File: src/rtl/softmax_max_subtract_if.sv
// Valid/ready bundle between the softmax front stage and its neighbours.
// Input side carries logits in, output side carries x_i - max out.
interface softmax_max_subtract_if #(
    parameter int DATALENGTH = 32
);
    logic                  InValid;
    logic                  InReady;
    logic [DATALENGTH-1:0] InData;
    logic                  OutValid;
    logic                  OutReady;
    logic                  OutLast;
    logic [DATALENGTH-1:0] OutData;
    logic                  Busy;

    modport master (
        output InValid, InData, OutReady,
        input  InReady, OutValid, OutData, OutLast, Busy
    );

    modport slave (
        input  InValid, InData, OutReady,
        output InReady, OutValid, OutData, OutLast, Busy
    );
endinterface

File: src/rtl/softmax_max_subtract.sv
// Softmax front stage: buffers N float32 logits, finds the max,
// then streams x_i - max through a handshaked float32 adder.
module adder (
    input  logic        clk,
    input  logic        rst,
    input  logic [31:0] a,
    input  logic [31:0] b,
    input  logic        a_stb,
    input  logic        b_stb,
    output logic        a_ack,
    output logic        b_ack,
    output logic [31:0] z,
    output logic        z_stb,
    input  logic        z_ack
);
    typedef enum logic [1:0] {A_GET, A_CALC, A_PUT} add_state_t;

    add_state_t  r_st;
    logic [31:0] r_a, r_b, r_z, w_sum;
    logic        w_swap, w_st, w_up;
    logic [31:0] w_big, w_sml;
    logic [7:0]  w_ex, w_ey, w_d, w_exp;
    logic [26:0] w_mx, w_my, w_my_sh, w_m;
    logic [27:0] w_s;
    logic [8:0]  w_e;
    logic [24:0] w_r;

    assign a_ack = (r_st == A_GET) && b_stb;
    assign b_ack = (r_st == A_GET) && a_stb;
    assign z_stb = (r_st == A_PUT);
    assign z     = r_z;

    always_ff @(posedge clk or posedge rst) begin
        if (rst) begin
            r_st <= A_GET;
            r_a  <= '0;
            r_b  <= '0;
            r_z  <= '0;
        end else begin
            unique case (r_st)
                A_GET: if (a_stb && b_stb) begin
                    r_a  <= a;
                    r_b  <= b;
                    r_st <= A_CALC;
                end
                A_CALC: begin
                    r_z  <= w_sum;
                    r_st <= A_PUT;
                end
                A_PUT: if (z_ack) r_st <= A_GET;
                default: r_st <= A_GET;
            endcase
        end
    end

    // Guard/round/sticky add with round-to-nearest-even; larger magnitude first
    always_comb begin
        w_swap  = r_b[30:0] > r_a[30:0];
        w_big   = w_swap ? r_b : r_a;
        w_sml   = w_swap ? r_a : r_b;
        w_ex    = (w_big[30:23] == 8'd0) ? 8'd1 : w_big[30:23];
        w_ey    = (w_sml[30:23] == 8'd0) ? 8'd1 : w_sml[30:23];
        w_mx    = {w_big[30:23] != 8'd0, w_big[22:0], 3'b000};
        w_my    = {w_sml[30:23] != 8'd0, w_sml[22:0], 3'b000};
        w_d     = w_ex - w_ey;
        w_st    = 1'b0;
        for (int k = 0; k < 27; k++)
            if (8'(k) < w_d) w_st = w_st | w_my[k];
        w_my_sh = (w_d > 8'd26) ? 27'd0 : (w_my >> w_d);
        w_my_sh[0] = w_my_sh[0] | w_st;
        if (w_big[31] == w_sml[31])
            w_s = {1'b0, w_mx} + {1'b0, w_my_sh};
        else
            w_s = {1'b0, w_mx} - {1'b0, w_my_sh};
        w_e = {1'b0, w_ex};
        if (w_s[27]) begin
            w_m = {w_s[27:2], w_s[1] | w_s[0]};
            w_e = w_e + 9'd1;
        end else begin
            w_m = w_s[26:0];
            for (int k = 0; k < 26; k++)
                if (!w_m[26] && w_e > 9'd1) begin
                    w_m = w_m << 1;
                    w_e = w_e - 9'd1;
                end
        end
        w_up  = w_m[2] && (w_m[1] || w_m[0] || w_m[3]);
        w_r   = {1'b0, w_m[26:3]} + 25'(w_up);
        w_exp = w_r[24] ? (w_e[7:0] + 8'd1)
              : (w_r[23] ? w_e[7:0] : 8'd0);
        if (w_s == 28'd0)
            w_sum = 32'h0000_0000;
        else if (w_r[24])
            w_sum = {w_big[31], w_exp, w_r[23:1]};
        else
            w_sum = {w_big[31], w_exp, w_r[22:0]};
    end
endmodule

module softmax_max_subtract #(
    parameter int N          = 10,
    parameter int DATALENGTH = 32
) (
    input  logic Clock,
    input  logic Reset,
    softmax_max_subtract_if.slave io_bus
);
    localparam int CW = $clog2(N + 1);
    localparam int IW = $clog2(N);

    typedef enum logic [2:0] {IDLE, LOAD, ISSUE, WAIT, OUT} state_t;

    state_t                r_state, w_nx_state;
    logic [DATALENGTH-1:0] r_buf [N];
    logic [CW-1:0]         r_cnt, w_nx_cnt;
    logic [IW-1:0]         r_idx, w_nx_idx;
    logic [31:0]           r_max, w_nx_max;
    logic [31:0]           r_op_a, w_nx_op_a;
    logic [31:0]           r_op_b, w_nx_op_b;
    logic [31:0]           r_out_data, w_nx_out_data;
    logic                  r_in_ready, w_nx_in_ready;
    logic                  r_out_valid, w_nx_out_valid;
    logic                  r_out_last, w_nx_out_last;
    logic                  r_busy, w_nx_busy;
    logic                  r_a_stb, w_nx_a_stb;
    logic                  r_b_stb, w_nx_b_stb;
    logic                  r_z_ack, w_nx_z_ack;
    logic                  w_xfer, w_last;
    logic [31:0]           w_cur, w_z;
    logic                  w_a_ack, w_b_ack, w_z_stb;

    function automatic logic f_zero(input logic [31:0] x);
        return x[30:0] == 31'd0;
    endfunction

    // Sign/magnitude order; +0 and -0 are equal
    function automatic logic f_gt(input logic [31:0] x,
                                  input logic [31:0] y);
        if (f_zero(x) && f_zero(y)) return 1'b0;
        if (x[31] != y[31])        return !x[31];
        if (!x[31])                return x[30:0] > y[30:0];
        return x[30:0] < y[30:0];
    endfunction

    adder u_adder (
        .clk   (Clock),
        .rst   (~Reset),
        .a     (r_op_a),
        .b     (r_op_b),
        .a_stb (r_a_stb),
        .b_stb (r_b_stb),
        .a_ack (w_a_ack),
        .b_ack (w_b_ack),
        .z     (w_z),
        .z_stb (w_z_stb),
        .z_ack (r_z_ack)
    );

    assign w_cur = r_buf[r_idx];
    assign w_last = (r_idx == IW'(N - 1));

    assign io_bus.InReady  = r_in_ready;
    assign io_bus.OutValid = r_out_valid;
    assign io_bus.OutData  = r_out_data;
    assign io_bus.OutLast  = r_out_last;
    assign io_bus.Busy     = r_busy;

    always_comb begin
        w_nx_state     = r_state;
        w_nx_cnt       = r_cnt;
        w_nx_idx       = r_idx;
        w_nx_max       = r_max;
        w_nx_op_a      = r_op_a;
        w_nx_op_b      = r_op_b;
        w_nx_out_data  = r_out_data;
        w_nx_out_valid = r_out_valid;
        w_nx_out_last  = r_out_last;
        w_nx_a_stb     = r_a_stb;
        w_nx_b_stb     = r_b_stb;
        w_nx_z_ack     = 1'b0;
        w_xfer         = io_bus.InValid && r_in_ready;
        unique case (r_state)
            IDLE: if (w_xfer) begin
                w_nx_max   = io_bus.InData;
                w_nx_cnt   = CW'(1);
                w_nx_state = LOAD;
            end
            LOAD: if (w_xfer) begin
                if (f_gt(io_bus.InData, r_max))
                    w_nx_max = io_bus.InData;
                w_nx_cnt = r_cnt + 1'b1;
                if (r_cnt == CW'(N - 1)) w_nx_state = ISSUE;
            end
            ISSUE: begin
                if (w_cur == r_max || (f_zero(w_cur) && f_zero(r_max))) begin
                    w_nx_out_data  = 32'h0000_0000;
                    w_nx_out_valid = 1'b1;
                    w_nx_out_last  = w_last;
                    w_nx_state     = OUT;
                end else begin
                    w_nx_op_a  = w_cur;
                    w_nx_op_b  = {~r_max[31], r_max[30:0]};
                    w_nx_a_stb = 1'b1;
                    w_nx_b_stb = 1'b1;
                    w_nx_state = WAIT;
                end
            end
            WAIT: begin
                if (w_a_ack) w_nx_a_stb = 1'b0;
                if (w_b_ack) w_nx_b_stb = 1'b0;
                if (w_z_stb) begin
                    w_nx_out_data  = w_z;
                    w_nx_z_ack     = 1'b1;
                    w_nx_out_valid = 1'b1;
                    w_nx_out_last  = w_last;
                    w_nx_state     = OUT;
                end
            end
            OUT: if (io_bus.OutReady) begin
                w_nx_out_valid = 1'b0;
                w_nx_out_last  = 1'b0;
                if (w_last) begin
                    w_nx_idx   = '0;
                    w_nx_cnt   = '0;
                    w_nx_state = IDLE;
                end else begin
                    w_nx_idx   = r_idx + 1'b1;
                    w_nx_state = ISSUE;
                end
            end
            default: w_nx_state = IDLE;
        endcase
        w_nx_in_ready = (w_nx_state == IDLE) || (w_nx_state == LOAD);
        w_nx_busy     = (w_nx_state != IDLE);
    end

    always_ff @(posedge Clock or negedge Reset) begin
        if (!Reset) begin
            r_state     <= IDLE;
            r_cnt       <= '0;
            r_idx       <= '0;
            r_max       <= '0;
            r_op_a      <= '0;
            r_op_b      <= '0;
            r_out_data  <= '0;
            r_in_ready  <= 1'b0;
            r_out_valid <= 1'b0;
            r_out_last  <= 1'b0;
            r_busy      <= 1'b0;
            r_a_stb     <= 1'b0;
            r_b_stb     <= 1'b0;
            r_z_ack     <= 1'b0;
        end else begin
            r_state     <= w_nx_state;
            r_cnt       <= w_nx_cnt;
            r_idx       <= w_nx_idx;
            r_max       <= w_nx_max;
            r_op_a      <= w_nx_op_a;
            r_op_b      <= w_nx_op_b;
            r_out_data  <= w_nx_out_data;
            r_in_ready  <= w_nx_in_ready;
            r_out_valid <= w_nx_out_valid;
            r_out_last  <= w_nx_out_last;
            r_busy      <= w_nx_busy;
            r_a_stb     <= w_nx_a_stb;
            r_b_stb     <= w_nx_b_stb;
            r_z_ack     <= w_nx_z_ack;
        end
    end

    // Buffer contents need no reset; cnt gates every write
    always_ff @(posedge Clock) begin
        if (w_xfer) r_buf[r_cnt[IW-1:0]] <= io_bus.InData;
    end
endmodule

File: src/flat_wrapper.sv
// flat-port wrapper written by rule: the top's interface ports become plain ports
module softmax_max_subtract_flat 
#(
    parameter int N          = 10,
    parameter int DATALENGTH = 32
)
  (Clock, Reset, io_bus_InValid, io_bus_InData, io_bus_OutReady, io_bus_InReady, io_bus_OutValid, io_bus_OutData, io_bus_OutLast, io_bus_Busy);
  softmax_max_subtract_if #(.DATALENGTH(DATALENGTH)) io_bus_i ();
  input  logic Clock;
  input  logic Reset;
  input wire logic [$bits(io_bus_i.InValid)-1:0] io_bus_InValid;
  input wire logic [$bits(io_bus_i.InData)-1:0] io_bus_InData;
  input wire logic [$bits(io_bus_i.OutReady)-1:0] io_bus_OutReady;
  output wire logic [$bits(io_bus_i.InReady)-1:0] io_bus_InReady;
  output wire logic [$bits(io_bus_i.OutValid)-1:0] io_bus_OutValid;
  output wire logic [$bits(io_bus_i.OutData)-1:0] io_bus_OutData;
  output wire logic [$bits(io_bus_i.OutLast)-1:0] io_bus_OutLast;
  output wire logic [$bits(io_bus_i.Busy)-1:0] io_bus_Busy;
  assign io_bus_i.InValid = io_bus_InValid;
  assign io_bus_i.InData = io_bus_InData;
  assign io_bus_i.OutReady = io_bus_OutReady;
  assign io_bus_InReady = io_bus_i.InReady;
  assign io_bus_OutValid = io_bus_i.OutValid;
  assign io_bus_OutData = io_bus_i.OutData;
  assign io_bus_OutLast = io_bus_i.OutLast;
  assign io_bus_Busy = io_bus_i.Busy;
  softmax_max_subtract #(.N(N), .DATALENGTH(DATALENGTH)) u_core (.Clock(Clock), .Reset(Reset), .io_bus(io_bus_i));
endmodule
File: config.mk
export PLATFORM = sky130hd
export DESIGN_NAME = softmax_max_subtract_flat
export DESIGN_NICKNAME = d
export VERILOG_FILES = /design/src/rtl/softmax_max_subtract_if.sv /design/src/rtl/softmax_max_subtract.sv /design/src/flat_wrapper.sv
export SDC_FILE = /design/constraint.sdc
export NUM_CORES = 2
export LEC_CHECK = 0
export CORE_UTILIZATION = 55
export DETAILED_ROUTE_END_ITERATION = 16
export DONT_BUFFER_PORTS = 1
export PLACE_DENSITY = 0.67
export SYNTH_ARGS = -nofsm -noshare
export SYNTH_HDL_FRONTEND = slang
export SYNTH_SLANG_ARGS = --single-unit
File: constraint.sdc
create_clock -name Clock -period 96.3 [get_ports Clock]
set_input_delay 24.075 -clock Clock [delete_from_list [all_inputs] [get_ports Clock]]
set_output_delay 24.075 -clock Clock [all_outputs]
set_load 0.01 [all_outputs]
# Yosys cells after proc, flatten, opt, wreduce, memory -nomap -nowiden
# Memories as Yosys holds them, arrays and structs flattened.
# Index checks and enable logic that the tools add are counted.
[word_totals]
ff_bits = 244
word_cells = 447
out_inout_bits = 36
mem_count = 1
ramBits = 320
inputBits = 36
[memory_table]
columns = ["name", "depth", "word_bits", "read_ports", "rd_ports_with_merged_regs", "wr", "line_no", "text"]
rows = [
  ["u_core.r_buf", 10, 32, 1, 0, 1, "softmax_max_subtract.sv:114", "logic [DATALENGTH-1:0] r_buf [N];"],
]
[op_classes]
mux = 198
n_addsub = 34
n_bitwise = 27
reduce_logical = 90
n_eq_ne = 24
order_cmp = 54
shift = 1
[op_table]
columns = ["cell", "n"]
rows = [
  ["$mux 27", 53],
  ["$mux 9", 50],
  ["$mux 32", 8],
  ["$gt 9x1->1 const B", 25],
  ["$sub 9x1->9 const B", 24],
  ["$pmux 32 s2", 2],
  ["$logic_not 31->1", 3],
  ["$lt 5x8->1 const A", 11],
  ["$lt 4x8->1 const A", 8],
  ["$gt 31x31->1", 2],
  ["$mux 1", 56],
  ["$mux 8", 6],
  ["$logic_and 1x1->1", 33],
  ["$eq 32x32->1", 1],
  ["$lt 3x8->1 const A", 4],
  ["$lt 31x31->1", 1],
  ["$add 27x27->28", 1],
  ["$logic_not 28->1", 1],
  ["$mux 28", 1],
  ["$sub 27x27->28", 1],
  ["$logic_not 1->1", 27],
  ["$shr 27x8->27", 1],
  ["$add 24x1->25", 1],
  ["$or 1x1->1", 25],
  ["other kinds (39)", 83],
]

# Longest topological paths before layout
[depth]
ltp_word = 167
mapped_depth = 259
depth_no_buf = 214

# Hierarchy
# A second synthesis with hierarchy kept.
[hier_totals]
cells_unflattened = 6361
area_unflattened_um2 = 54131.9
[by_module_without_submodules]
columns = ["mod", "cells_each", "area_each_um2", "n_inst", "seq_area_each_um2"]
rows = [
  ["adder", 4924, 33667.3, 1, 2452.4],
  ["softmax_max_subtract", 1437, 20464.6, 1, 13262.7],
]

# Least setup slack after synthesis
# No wires, ideal clock.
[synth_path]
kind = "reg-to-reg"
startpoint = "register u_core.u_adder.r_a[25]"
endpoint = "register u_core.u_adder.r_z[23], in the netlist u_core.u_adder.z[23]"
setup_time_ps = 137
t_arrival_ps = 49251
path_buffers = 46
slack_ps = 46912
stages_incl_launch_ff = 233
synth_period_minus_slack_ps = 49388
t_required_ps = 96163
cell_sequence = "dfrtp_1 -> buf_4 -> inv_2 -> ha_1 -> nand4_1 -> nor4_1 -> nand2_1 -> a21boi_1 -> nor2_2 -> buf_4 -> buf_2 -> clkbuf_1 -> clkbuf_1 -> buf_1 -> nand2_1 -> o211ai_1 -> ha_1 -> inv_1 -> [197 not listed] -> o21ai_1 -> clkbuf_1 -> buf_2 -> buf_1 -> o21ai_0 -> ha_1 -> nor3_1 -> a221oi_1 -> a32o_1 -> buf_2 -> a222oi_1 -> or4b_1 -> nand4bb_4 -> or3b_1 -> buf_2 -> or4_4 -> o211ai_2 -> o21ai_2"
[synth_via]
elab_chain_cells = 167
elab_cells_between_ends = 308
cone_classes = "add/sub: 32; order compare: 52; eq/ne: 1; shift: 1; mux: 137; bitwise: 25; reduce/logical: 60"
[synth_lines]
columns = ["item", "line_no", "text"]
rows = [
  ["from (decl)", "softmax_max_subtract.sv:19", "logic [31:0] r_a, r_b, r_z, w_sum;"],
  ["from (signal assigned)", "softmax_max_subtract.sv:36", "r_a <= '0;"],
  ["from (signal assigned)", "softmax_max_subtract.sv:42", "r_a <= a;"],
  ["$gt 31x31->1", "softmax_max_subtract.sv:58", "w_swap = r_b[30:0] > r_a[30:0];"],
  ["$mux 32 (on tied branches)", "softmax_max_subtract.sv:59, softmax_max_subtract.sv:60", ""],
  ["$logic_not 8->1 (on tied branches)", "softmax_max_subtract.sv:61, softmax_max_subtract.sv:62", ""],
  ["$mux 8 (on tied branches)", "softmax_max_subtract.sv:61, softmax_max_subtract.sv:62", ""],
  ["$sub 8x8->8", "softmax_max_subtract.sv:65", "w_d = w_ex - w_ey;"],
  ["$lt 2x8->1", "softmax_max_subtract.sv:68", "if (8'(k) < w_d) w_st = w_st | w_my[k];"],
  ["$mux 1", "softmax_max_subtract.sv:68", ""],
  ["$or 1x1->1", "softmax_max_subtract.sv:68", ""],
  ["[150 not listed]", "n/a", ""],
  ["$mux 27", "softmax_max_subtract.sv:82", "if (!w_m[26] && w_e > 9'd1) begin"],
  ["$mux 27", "softmax_max_subtract.sv:76", "if (w_s[27]) begin"],
  ["$logic_or 1x1->1 (2 in a row)", "softmax_max_subtract.sv:87", "w_up = w_m[2] && (w_m[1] || w_m[0] || w_m[3]);"],
  ["$logic_and 1x1->1", "softmax_max_subtract.sv:87", ""],
  ["$add 24x1->25", "softmax_max_subtract.sv:88", "w_r = {1'b0, w_m[26:3]} + 25'(w_up);"],
  ["$mux 8", "softmax_max_subtract.sv:90", ": (w_r[23] ? w_e[7:0] : 8'd0);"],
  ["$mux 8", "softmax_max_subtract.sv:89", "w_exp = w_r[24] ? (w_e[7:0] + 8'd1)"],
  ["$mux 32 *", "softmax_max_subtract.sv:91", "if (w_s == 28'd0)"],
  ["to (signal assigned)", "softmax_max_subtract.sv:47", "r_z <= w_sum;"],
  ["to (decl)", "softmax_max_subtract.sv:19", ""],
]
# Every way passes the cells marked *; elsewhere a longest branch is shown, timed or not. The select of a mux whose other input is x is not followed.
# A chain may end at the register's enable or synchronous reset.

# Worst setup path in the final report
[layout_path]
startpoint = "register u_core.u_adder.r_a[25]"
endpoint = "register u_core.u_adder.r_z[24], in the netlist u_core.u_adder.z[24]"
# Same word-level chain as after synthesis.

==> impl_metrics.csv <==
group,metric,value,unit
sta,hold-worst-slack,427,ps
worst_setup_path,start_kind,"flip-flop",
flow_run,cap_violations,0,
clock_tree,cts_resized,0,
synth,synth_edf_count,320,
detailed_routing,drtAntennaViolNets,0,
clock_tree,clkLatencyLatePin,640,ps
worst_setup_path,cp_slowest_cell,"nand2_1",
synth,synth.top_cells.by_count,"nand2_1, nor2_1, a21oi_1",
finish,drive_gt1_share,10.8,%
synth,synth_top_area_share,18.2,%
worst_setup_path,cpMostUsedCell,"ha_1",
global_routing,antenna_found_initial,3,
finish,nFillCells,8533,
floorplanning,start_util,55.6,%
clock_tree,clock_sinks,564,
synth,synth.area.top_cells,"edfxtp_1, dfrtp_1, mux2i_1",
synth,synth_seq_area_share,29.7,%
worst_setup_path,cp_data_required_time,96800,ps
floorplanning,coreArea,0.0952,mm^2
worst_setup_path,cpPeakStageDelay,880,ps
synth,synthCells,6132,
detailed_routing,drt-total-wl,169,mm
hold_path,min_path_type,"flip-flop to flip-flop",
sta,drv_slew,0,
floorplanning,rows,113,
sta,grt_setup_unrepaired,"false",
worst_setup_path,crit_type,"flip-flop to flip-flop",
clock_tree,root_buffer,"clkbuf_16",
detailed_routing,vias,48200,
synth,syn-cell-area,0.0529,mm^2
sta,hold_viol,0,
sta,layout_min_cycle_time,59540,ps
sta,finalSetupViolCount,0,
sta,fin_crit_sh,61.8,%
floorplanning,dieHeight,312,um
sta,max_freq,16.8,MHz
finish,antenna_cells,0,
worst_setup_path,crit_path_max_fanout,56,
clock_tree,cts_max_level,2,
worst_setup_path,cp_top_family,"compound AO/OA/AOI/OAI gates",
synth,synth_seq_cells,564,
clock_tree,clkSlewWorstSetupHoldPaths,70,ps
global_routing,overflow,0,
synth,ys_async_sr_fraction,43.3,%
global_routing,grt_max_degree,245,
sta,clock_skew,19.9,ps
global_routing,grt_first_pass_wirelength,260,mm
clock_tree,cts_hold_buf,0,
clock_tree,cts_tree,"built",
run_status,status,"finished clean",
detailed_routing,drt_iter0_markers,6001,
clock_tree,cts_setup_buffers,0,
synth,syn-num-nets,6347,
synth,yosysMostFrequentCell,"nand2_1",
place,gp_congestion,1.00,
global_routing,grt_pass1_vias,44000,
detailed_routing,drt_first_pass_iters,9,
synth,syn_avg_cell_area,8.62,um^2
place,dp.final_hpwl,128,mm
worst_setup_path,worst-endpoint-arrival,60040,ps
synth,synth_top_flop_cell,"edfxtp_1",
floorplanning,die_w,312,um
sta,max_slew_margin,17.2,%
worst_setup_path,cp-end-kind,"flip-flop",
detailed_routing,routedWlPerCell,23.3,um
clock_tree,cts_made_buffers,50,
global_routing,grt_util_all_layers,33.4,%
sta,tightest_slew,1230,ps
finish,area_growth,5.21,%
floorplanning,dieArea,0.0974,mm^2
detailed_routing,vias_per_cell,6.66,
worst_setup_path,crit_buf_inv,40,
place,io_buffer_count,0,
synth,synth_cell_type_count,143,
floorplanning,ios,72,
clock_tree,cts_buffer_depth,3,
detailed_routing,drc,0,
synth,synth.largest_area_cell,"edfxtp_1",
synth,yosysWarnings,0,
sta,tns,0,ps
finish,final_nets,6145,
## through the flow
stage / setup slack [ps] / utilization (%) / std cells / cell area (um^2)
after detailed placement: 37920 / 56.6 / 7143 / 53800
after floorplan: 46910 / - / 6132 / 52900
after global routing: 31850 / 58.5 / 7237 / 55600
after CTS: 37680 / 58.5 / 7237 / 55600
after global placement: 39610 / 56.6 / 7143 / 53800
final: 36760 / 58.5 / 7237 / 55600
## state kept, by name (all words and copies together) (netlist names)
| register | cells |
|---|---|
| u_core.r_op_a | 32 |
| u_core.r_buf | 320 |
| u_core.u_adder.z | 32 |
| u_core.r_idx | 4 |
| u_core.io_bus.OutData | 32 |
| u_core.r_a_stb | 1 |
| u_core.r_cnt | 4 |
| u_core.r_state | 3 |
| u_core.u_adder.r_b | 32 |
| u_core.io_bus.OutValid | 1 |
| u_core.r_max | 32 |
| u_core.u_adder.r_st | 2 |
| u_core.r_z_ack | 1 |
| u_core.io_bus.OutLast | 1 |
| u_core.io_bus.InReady | 1 |
| u_core.r_op_b | 32 |
| u_core.r_b_stb | 1 |
| u_core.io_bus.Busy | 1 |
| u_core.u_adder.r_a | 32 |
## layout by cell type (no fill, tap or decap), drive strengths merged, types with 35 or more instances in the layout
| master | count |
|---|---|
| a2111oi | 37 |
| a211oi | 122 |
| a21o | 76 |
| a21oi | 442 |
| a31oi | 62 |
| and2 | 101 |
| and3 | 47 |
| buf | 84 |
| clkbuf | 69 |
| dfrtp | 244 |
| edfxtp | 320 |
| ha | 177 |
| inv | 262 |
| mux2 | 176 |
| mux2i | 422 |
| mux4 | 83 |
| nand2 | 684 |
| nand2b | 49 |
| nand3 | 174 |
| nand4 | 76 |
| nor2 | 545 |
| nor3 | 135 |
| nor4 | 74 |
| o211ai | 68 |
| o21a | 52 |
| o21ai | 467 |
| o31ai | 43 |
| or2 | 35 |
| or3 | 47 |
| xnor2 | 155 |
| xor2 | 49 |
## logic make-up after synthesis
| group | count (synthesis) | synth area share [%] |
|---|---|---|
| and+or+nand+nor | 2114 | 19.3 |
| AOI/OAI and AO/OA | 1783 | 23.1 |
| adders and majority gates | 181 | 4.30 |
| buffers and inverters | 600 | 4.58 |
| muxes | 681 | 15.3 |
| xor gates and xnor gates | 209 | 3.71 |
| DFF | 564 | 29.7 |
## area by class of cell
cell class	count	area (um^2)	share of cell area, %
clock inverters	25	342	0.614
flip-flops and latches	564	15700	28.3
multi-input cells	4968	34900	62.7
repair buffers	84	631	1.13
clock buffers	69	1470	2.63
well taps	1265	1580	2.85
inverters	262	983	1.77
## metal layers
metal  track usage [%]  wire, um  vias up
li1                  -         -    22600
met1              48.5     75000    23200
met2              51.5     74500     2079
met3              5.08     14300      295
met4              9.51      4910        6
met5                 0        71        -
## path summary, 6_finish.rpt
path	to	cells after the start	startpoint	slack [ps]
setup / recovery	u_core.u_adder.z[24]	212	u_core.u_adder.r_a[25]	36760
hold / removal	u_core.u_adder.r_st[1]	1	u_core.r_z_ack	430
setup reg to reg	u_core.u_adder.z[24]	212	u_core.u_adder.r_a[25]	36760
hold reg to reg	u_core.u_adder.r_st[1]	1	u_core.r_z_ack	430
max in group asynchronous	u_core.r_idx[0]	0	Reset	72050
min in group asynchronous	u_core.io_bus.OutData[28]	0	Reset	23190
Power is left out: the tool's default activity adds up to more than one toggle a clock period on the data nets, which glitch-free logic cannot reach.
